[src/rtl/motor_pwm_multi_pkg.sv]
// Shared types and default constants for the multi-channel
// H-bridge PWM generator.
package motor_pwm_pkg;

  typedef enum logic [1:0] {
    RUN,
    DECEL,
    DEAD
  } ch_state_t;

  localparam int PERIOD_DEF    = 11000;
  localparam int CNT_W_DEF     = 14;
  localparam int RAMP_STEP_DEF = 500;
  localparam int DEAD_PER_DEF  = 2;

endpackage

[src/rtl/motor_pwm_multi_if.sv]
// Control/bridge bundle between line-follower logic and the
// motor PWM block.
interface motor_pwm_multi_if
  import motor_pwm_pkg::*;
#(
  parameter int NUM_CH = 2,
  parameter int CNT_W  = CNT_W_DEF
);

  logic                    en;
  logic [NUM_CH-1:0]       dir;
  logic [NUM_CH*CNT_W-1:0] speed;
  logic [NUM_CH-1:0]       brake;
  logic [NUM_CH-1:0]       out_a;
  logic [NUM_CH-1:0]       out_b;
  logic [NUM_CH*CNT_W-1:0] duty_cur;
  logic                    period_tick;

  modport master (
    output en, dir, speed, brake,
    input  out_a, out_b, duty_cur, period_tick
  );

  modport slave (
    input  en, dir, speed, brake,
    output out_a, out_b, duty_cur, period_tick
  );

endinterface

[src/rtl/motor_pwm_multi_pwm_channel.sv]
// One H-bridge channel: reversal FSM, slew-limited duty and
// registered PWM compare with direction/brake output mapping.
module pwm_channel
  import motor_pwm_pkg::*;
#(
  parameter int CNT_W     = CNT_W_DEF,
  parameter int PERIOD    = PERIOD_DEF,
  parameter int RAMP_STEP = RAMP_STEP_DEF,
  parameter int DEAD_PER  = DEAD_PER_DEF
) (
  input  logic             clk,
  input  logic             rst,
  input  logic             en,
  input  logic             tick,
  input  logic [CNT_W-1:0] cnt,
  input  logic             dir,
  input  logic [CNT_W-1:0] speed,
  input  logic             brake,
  output logic             out_a,
  output logic             out_b,
  output logic [CNT_W-1:0] duty
);

  localparam int DW =
    (DEAD_PER > 0) ? $clog2(DEAD_PER + 1) : 1;
  localparam logic [CNT_W-1:0] TOP = CNT_W'(PERIOD);
  localparam logic [DW-1:0] DEAD_INIT = DW'(DEAD_PER);

  ch_state_t        state, state_n;
  logic             dir_act, dir_n;
  logic [DW-1:0]    dead_cnt, dead_n;
  logic [CNT_W-1:0] duty_n;
  logic [CNT_W-1:0] target;
  logic             pwm;
  logic             a_n, b_n;

  // Step toward g without ever forming a sum above g.
  function automatic logic [CNT_W-1:0] ramp(
    input logic [CNT_W-1:0] d,
    input logic [CNT_W-1:0] g
  );
    logic [CNT_W-1:0] r;
    r = g;
    if (RAMP_STEP != 0) begin
      if (d < g && int'(g - d) > RAMP_STEP)
        r = d + CNT_W'(RAMP_STEP);
      else if (d > g && int'(d - g) > RAMP_STEP)
        r = d - CNT_W'(RAMP_STEP);
    end
    return r;
  endfunction

  always_comb begin
    target  = (speed > TOP) ? TOP : speed;
    pwm     = cnt < duty;
    state_n = state;
    dir_n   = dir_act;
    dead_n  = dead_cnt;
    duty_n  = duty;
    a_n     = pwm & dir_act;
    b_n     = pwm & ~dir_act;
    if (!en) begin
      state_n = RUN;
      dir_n   = dir;
      dead_n  = '0;
      duty_n  = '0;
      a_n     = 1'b0;
      b_n     = 1'b0;
    end else if (brake) begin
      state_n = RUN;
      dead_n  = '0;
      duty_n  = '0;
      a_n     = 1'b1;
      b_n     = 1'b1;
    end else if (tick) begin
      unique case (state)
        RUN: begin
          if (dir != dir_act) begin
            if (duty != '0) begin
              state_n = DECEL;
            end else if (DEAD_PER == 0) begin
              dir_n = dir;
            end else begin
              state_n = DEAD;
              dead_n  = DEAD_INIT;
            end
          end else begin
            duty_n = ramp(duty, target);
          end
        end
        DECEL: begin
          duty_n = ramp(duty, '0);
          if (duty_n == '0) begin
            if (DEAD_PER == 0) begin
              state_n = RUN;
              dir_n   = ~dir_act;
            end else begin
              state_n = DEAD;
              dead_n  = DEAD_INIT;
            end
          end
        end
        DEAD: begin
          if (dead_cnt <= DW'(1)) begin
            state_n = RUN;
            dir_n   = dir;
            dead_n  = '0;
          end else begin
            dead_n = dead_cnt - DW'(1);
          end
        end
        default: state_n = RUN;
      endcase
    end
  end

  always_ff @(posedge clk) begin
    if (rst) begin
      state    <= RUN;
      dir_act  <= 1'b1;
      dead_cnt <= '0;
      duty     <= '0;
      out_a    <= 1'b0;
      out_b    <= 1'b0;
    end else begin
      state    <= state_n;
      dir_act  <= dir_n;
      dead_cnt <= dead_n;
      duty     <= duty_n;
      out_a    <= a_n;
      out_b    <= b_n;
    end
  end

endmodule

[src/rtl/motor_pwm_multi.sv]
// Multi-channel H-bridge PWM generator: shared period counter
// plus one pwm_channel per motor.
module motor_pwm_multi
  import motor_pwm_pkg::*;
#(
  parameter int NUM_CH    = 2,
  parameter int CNT_W     = CNT_W_DEF,
  parameter int PERIOD    = PERIOD_DEF,
  parameter int RAMP_STEP = RAMP_STEP_DEF,
  parameter int DEAD_PER  = DEAD_PER_DEF
) (
  input logic               clk,
  input logic               rst,
  motor_pwm_multi_if.slave  bus
);

  localparam logic [CNT_W-1:0] LAST = CNT_W'(PERIOD - 1);
  localparam logic [CNT_W-1:0] PRE  = CNT_W'(PERIOD - 2);

  if (PERIOD < 2 || PERIOD >= 2**CNT_W) begin : g_bad_period
    $error("motor_pwm_multi: PERIOD out of range");
  end

  logic [CNT_W-1:0]        cnt;
  logic                    tick;
  logic [NUM_CH-1:0]       a;
  logic [NUM_CH-1:0]       b;
  logic [NUM_CH*CNT_W-1:0] duty;

  // tick is registered yet coincides with cnt == LAST.
  always_ff @(posedge clk) begin
    if (rst || !bus.en) begin
      cnt  <= '0;
      tick <= 1'b0;
    end else begin
      cnt  <= (cnt == LAST) ? '0 : cnt + CNT_W'(1);
      tick <= (cnt == PRE);
    end
  end

  for (genvar i = 0; i < NUM_CH; i++) begin : g_ch
    pwm_channel #(
      .CNT_W     (CNT_W),
      .PERIOD    (PERIOD),
      .RAMP_STEP (RAMP_STEP),
      .DEAD_PER  (DEAD_PER)
    ) u_ch (
      .clk   (clk),
      .rst   (rst),
      .en    (bus.en),
      .tick  (tick),
      .cnt   (cnt),
      .dir   (bus.dir[i]),
      .speed (bus.speed[i*CNT_W +: CNT_W]),
      .brake (bus.brake[i]),
      .out_a (a[i]),
      .out_b (b[i]),
      .duty  (duty[i*CNT_W +: CNT_W])
    );
  end

  assign bus.out_a       = a;
  assign bus.out_b       = b;
  assign bus.duty_cur    = duty;
  assign bus.period_tick = tick;

endmodule
[src/flat_wrapper.sv]
// flat-port wrapper written by rule: the top's interface ports become plain ports
module motor_pwm_multi_flat import motor_pwm_pkg::*;
#(
  parameter int NUM_CH    = 2,
  parameter int CNT_W     = CNT_W_DEF,
  parameter int PERIOD    = PERIOD_DEF,
  parameter int RAMP_STEP = RAMP_STEP_DEF,
  parameter int DEAD_PER  = DEAD_PER_DEF
)
  (clk, rst, bus_en, bus_dir, bus_speed, bus_brake, bus_out_a, bus_out_b, bus_duty_cur, bus_period_tick);
  motor_pwm_multi_if #(.NUM_CH(NUM_CH), .CNT_W(CNT_W)) bus_i ();
  input logic clk;
  input logic rst;
  input wire logic [$bits(bus_i.en)-1:0] bus_en;
  input wire logic [$bits(bus_i.dir)-1:0] bus_dir;
  input wire logic [$bits(bus_i.speed)-1:0] bus_speed;
  input wire logic [$bits(bus_i.brake)-1:0] bus_brake;
  output wire logic [$bits(bus_i.out_a)-1:0] bus_out_a;
  output wire logic [$bits(bus_i.out_b)-1:0] bus_out_b;
  output wire logic [$bits(bus_i.duty_cur)-1:0] bus_duty_cur;
  output wire logic [$bits(bus_i.period_tick)-1:0] bus_period_tick;
  assign bus_i.en = bus_en;
  assign bus_i.dir = bus_dir;
  assign bus_i.speed = bus_speed;
  assign bus_i.brake = bus_brake;
  assign bus_out_a = bus_i.out_a;
  assign bus_out_b = bus_i.out_b;
  assign bus_duty_cur = bus_i.duty_cur;
  assign bus_period_tick = bus_i.period_tick;
  motor_pwm_multi #(.NUM_CH(NUM_CH), .CNT_W(CNT_W), .PERIOD(PERIOD), .RAMP_STEP(RAMP_STEP), .DEAD_PER(DEAD_PER)) u_core (.clk(clk), .rst(rst), .bus(bus_i));
endmodule
[config.mk]
export PLATFORM = sky130hd
export DESIGN_NAME = motor_pwm_multi_flat
export DESIGN_NICKNAME = d
export VERILOG_FILES = /design/src/rtl/motor_pwm_multi_pkg.sv /design/src/rtl/motor_pwm_multi_if.sv /design/src/rtl/motor_pwm_multi_pwm_channel.sv /design/src/rtl/motor_pwm_multi.sv /design/src/flat_wrapper.sv
export SDC_FILE = /design/constraint.sdc
export NUM_CORES = 1
export LEC_CHECK = 0
export ABC_CLOCK_PERIOD_IN_PS = 15250
export BUFFER_PORTS_ARGS = -buffer_cell sky130_fd_sc_hd__buf_2
export CORE_ASPECT_RATIO = 0.8
export CORE_MARGIN = 3
export CORE_UTILIZATION = 31
export DETAILED_ROUTE_END_ITERATION = 8
export GPL_ROUTABILITY_DRIVEN = 0
export GPL_TIMING_DRIVEN = 0
export SLEW_MARGIN = 20
export SYNTH_ARGS = -nofsm -noshare
export SYNTH_HDL_FRONTEND = slang
export SYNTH_SLANG_ARGS = --single-unit
[constraint.sdc]
create_clock -name clk -period 15.25 [get_ports clk]
set_clock_uncertainty 0.05 [all_clocks]
set_input_delay 2.2875 -clock clk [delete_from_list [all_inputs] [get_ports clk]]
set_output_delay 2.2875 -clock clk [all_outputs]
set_load 0.02 [all_outputs]
==> results.sh <==
export IMPL_status="completed"
export IMPL_drt_iter0_markers=962
export IMPL_max_freq_mhz=127
export IMPL_synth_edff_count=0
export IMPL_clock_latency_ps=340
export IMPL_swShare_pct=32.2
export IMPL_clock_path_buffers=2
export IMPL_worst_hold_slack_ps=419
export IMPL_synthCells=1143
export IMPL_rows=52
export IMPL_avgSynthCellArea_um2=7.14
export IMPL_grt_usage_pct=19.5
export IMPL_cp_arrival_ps=8080
export IMPL_hp_class="reg2reg"
export IMPL_timing_final_hold_violations=0
export IMPL_syn_num_nets=1266
export IMPL_drv_slew=0
export IMPL_slew_limit_headroom_pct=26.2
export IMPL_synth_xor_area_share_pct=6.44
export IMPL_synth_top_family_by_area="compound AO/OA/AOI/OAI gates"
export IMPL_first_pass_iters=6
export IMPL_grt_start_max_net_pins=11
export IMPL_boundaryPins=68
export IMPL_ys_seq_elements=57
export IMPL_pwr_share_seq_pct=31.5
export IMPL_total_leakage_power_nw=3.61
export IMPL_clk_pin_slew_ps=50
export IMPL_min_period_ps=7870
export IMPL_netlist_area_um2=8160
export IMPL_syn2layout_area_growth_pct=13.3
export IMPL_post_cts_resized=0
export IMPL_grt_pass1_vias=8092
export IMPL_critical_path_startpoint_type="primary input"
export IMPL_tns_ps=0
export IMPL_drive_above_1_share_pct=10.8
export IMPL_die_width_um=187
export IMPL_ys_types=90
export IMPL_stdcell_area_um2=9240
export IMPL_ant_nets=0
export IMPL_layout_common_cells="108 x nand2_1, 98 x nor2_1, 86 x ha_1, 78 x a21oi_1, 75 x buf_2"
export IMPL_post_route_util_pct=36.1
export IMPL_synthMuxAreaShare_pct=1.53
export IMPL_clockRootBuffer="clkbuf_16"
export IMPL_period_share_pct=51.6
export IMPL_tritoncts_num_buffers=9
export IMPL_cts_tree="done"
export IMPL_synth_fa_ha_area_share_pct=13.7
export IMPL_tightest_slew_ps=1100
export IMPL_max_cap_violations=0
export IMPL_start_util_pct=31.9
export IMPL_p_clk_share_pct=43.1
export IMPL_cp_required_ps=15460
export IMPL_overflow=0
export IMPL_synth_flop_cell="dfxtp_1"
export IMPL_path_max_fanout=10
export IMPL_pwr_share_comb_pct=25.4
export IMPL_final_nets=1344
export IMPL_clock_sinks=57
export IMPL_wirelength_um=28400
export IMPL_ys_seq_area_share_pct=14.0
export IMPL_async_flop_share_pct=0
export IMPL_placed_area_um2=8930
export IMPL_grt_pass1_wl_um=44800
export IMPL_diodes=0
export IMPL_peakVddDrop_v=0.0000646
export IMPL_core_um2=25600
export IMPL_die_y_um=151
export IMPL_drc=0
export IMPL_postCtsSetupBuffers=0
export IMPL_p_int_mw=0.326
export IMPL_wl_per_cell_um=18.0
export IMPL_finalSetupViolCount=0
export IMPL_viasPerCell=5.76
export IMPL_cp_end_kind="flop"
export IMPL_hpwl_um=22500
export IMPL_critPathKind="in2reg"
export IMPL_rsz0062_at_grt="no"
export IMPL_synth_warnings=0
export IMPL_vias=9090
export IMPL_htree_levels=3
export IMPL_cts_hold_buffers=0
export IMPL_floorplan_die_area_um2=28300
export IMPL_fill_cells=2734
export IMPL_portBuffers=67
export IMPL_synthSimpleGateAreaFrac_pct=27.7
export IMPL_switching_power_mw=0.155
export IMPL_synth_compound_area_share_pct=30.6
export IMPL_p_per_area_nw_per_um2=52.0
export IMPL_layout_cells_most_common="nand2_1"
export IMPL_antenna_found_initial=0
==> power groups by stage <==
stage | Clock [mW] | Sequential [mW] | Combinational (mW)
floorplan | 0 | 0.154 | 0.0846
global placement | 0 | 0.154 | 0.117
detailed placement | 0 | 0.154 | 0.118
CTS | 0.211 | 0.151 | 0.119
global route | 0.218 | 0.151 | 0.135
finish | 0.207 | 0.151 | 0.122
==> logic make-up after synthesis <==
group           Yosys count
flops                    57
simple gates            445
compound gates          359
buf+inv                 122
xor+xnor                 60
mux                      12
fa+ha+maj                88
==> routing by layer <==
layer,vias to the layer above,wire length [um],track usage (%)
met4,0,330,4.27
met1,4225,13700,29.7
li1,4387,-,-
met2,447,11100,27.0
met5,-,0,0
met3,31,3270,5.07
==> state kept, by name, summed over array words and instances (netlist names) <==
name,flops
u_core.g_ch.u_ch.state,4
u_core.cnt,14
u_core.g_ch.u_ch.dead_cnt,4
u_core.g_ch.u_ch.duty,28
u_core.g_ch.u_ch.out_a,2
u_core.g_ch.u_ch.out_b,2
u_core.bus.period_tick,1
u_core.g_ch.u_ch.dir_act,2
==> stage by stage <==
stage               setup WS (ps)  total power [mW]  std cells
global placement             7020             0.271       1561
floorplan                    8660             0.239       1143
CTS                          7460             0.481       1577
detailed placement           7090             0.272       1561
global route                 7140             0.504       1577
finish                       7380             0.480       1577
==> final timing paths <==
path,startpoint,endpoint,slack (ps),cells past startpoint
hold / removal,u_core.g_ch[0].u_ch.dead_cnt[0],u_core.g_ch[0].u_ch.dead_cnt[0],420,2
setup reg to reg,u_core.g_ch[0].u_ch.duty[3],u_core.g_ch[0].u_ch.duty[4],10220,15
setup / recovery,bus_speed[9],u_core.g_ch[0].u_ch.duty[4],7380,20
hold reg to reg,u_core.g_ch[0].u_ch.dead_cnt[0],u_core.g_ch[0].u_ch.dead_cnt[0],420,2
==> synth_stat cells, drive strengths merged, types with 14 or more instances <==
| cell type | n | area, um2 |
|---|---|---|
| nand2 | 108 | 405 |
| nor2 | 100 | 380 |
| ha | 86 | 1080 |
| a21oi | 80 | 408 |
| o21ai | 65 | 329 |
| inv | 61 | 229 |
| dfxtp | 57 | 1140 |
| clkbuf | 45 | 169 |
| nor3 | 44 | 230 |
| xnor2 | 44 | 385 |
| nand3 | 39 | 195 |
| a21o | 29 | 218 |
| nand2b | 27 | 169 |
| o211ai | 23 | 178 |
| nor2b | 20 | 125 |
| a31oi | 18 | 119 |
| and3 | 16 | 100 |
| xor2 | 16 | 140 |
| buf | 15 | 88.8 |
| nand4 | 15 | 93.8 |
| or3 | 15 | 93.8 |
| a211oi | 14 | 115 |
==> final cells by class <==
type                            instances  area [um2]  area share [%]
Sequential cell                        57        1140            12.3
Buffer                                 60         258            2.79
Clock buffer                           11         243            2.63
Timing Repair Buffer                   67         335            3.63
Clock inverter                          5        55.1           0.596
Tap cell                              351         439            4.75
Multi-Input combinational cell        964        6540            70.7
Inverter                               62         233            2.52
==> worst max-delay path, stage by stage <==
cell,delay (ps)
buf_2,120
a211oi_1,520
nor2_1,210
o21ai_0,320
clkbuf_1,430
nand2b_1,270
ha_1,330
clkbuf_1,190
and2_1,240
o211ai_1,130
nand3_1,160
o31a_1,300
xnor2_1,130
or4_1,570
a41o_1,400
nor2_1,410
clkbuf_1,480
nand4_1,160
a31oi_1,220
a221o_1,210
Note: power is estimated with default switching activity, not from simulation.
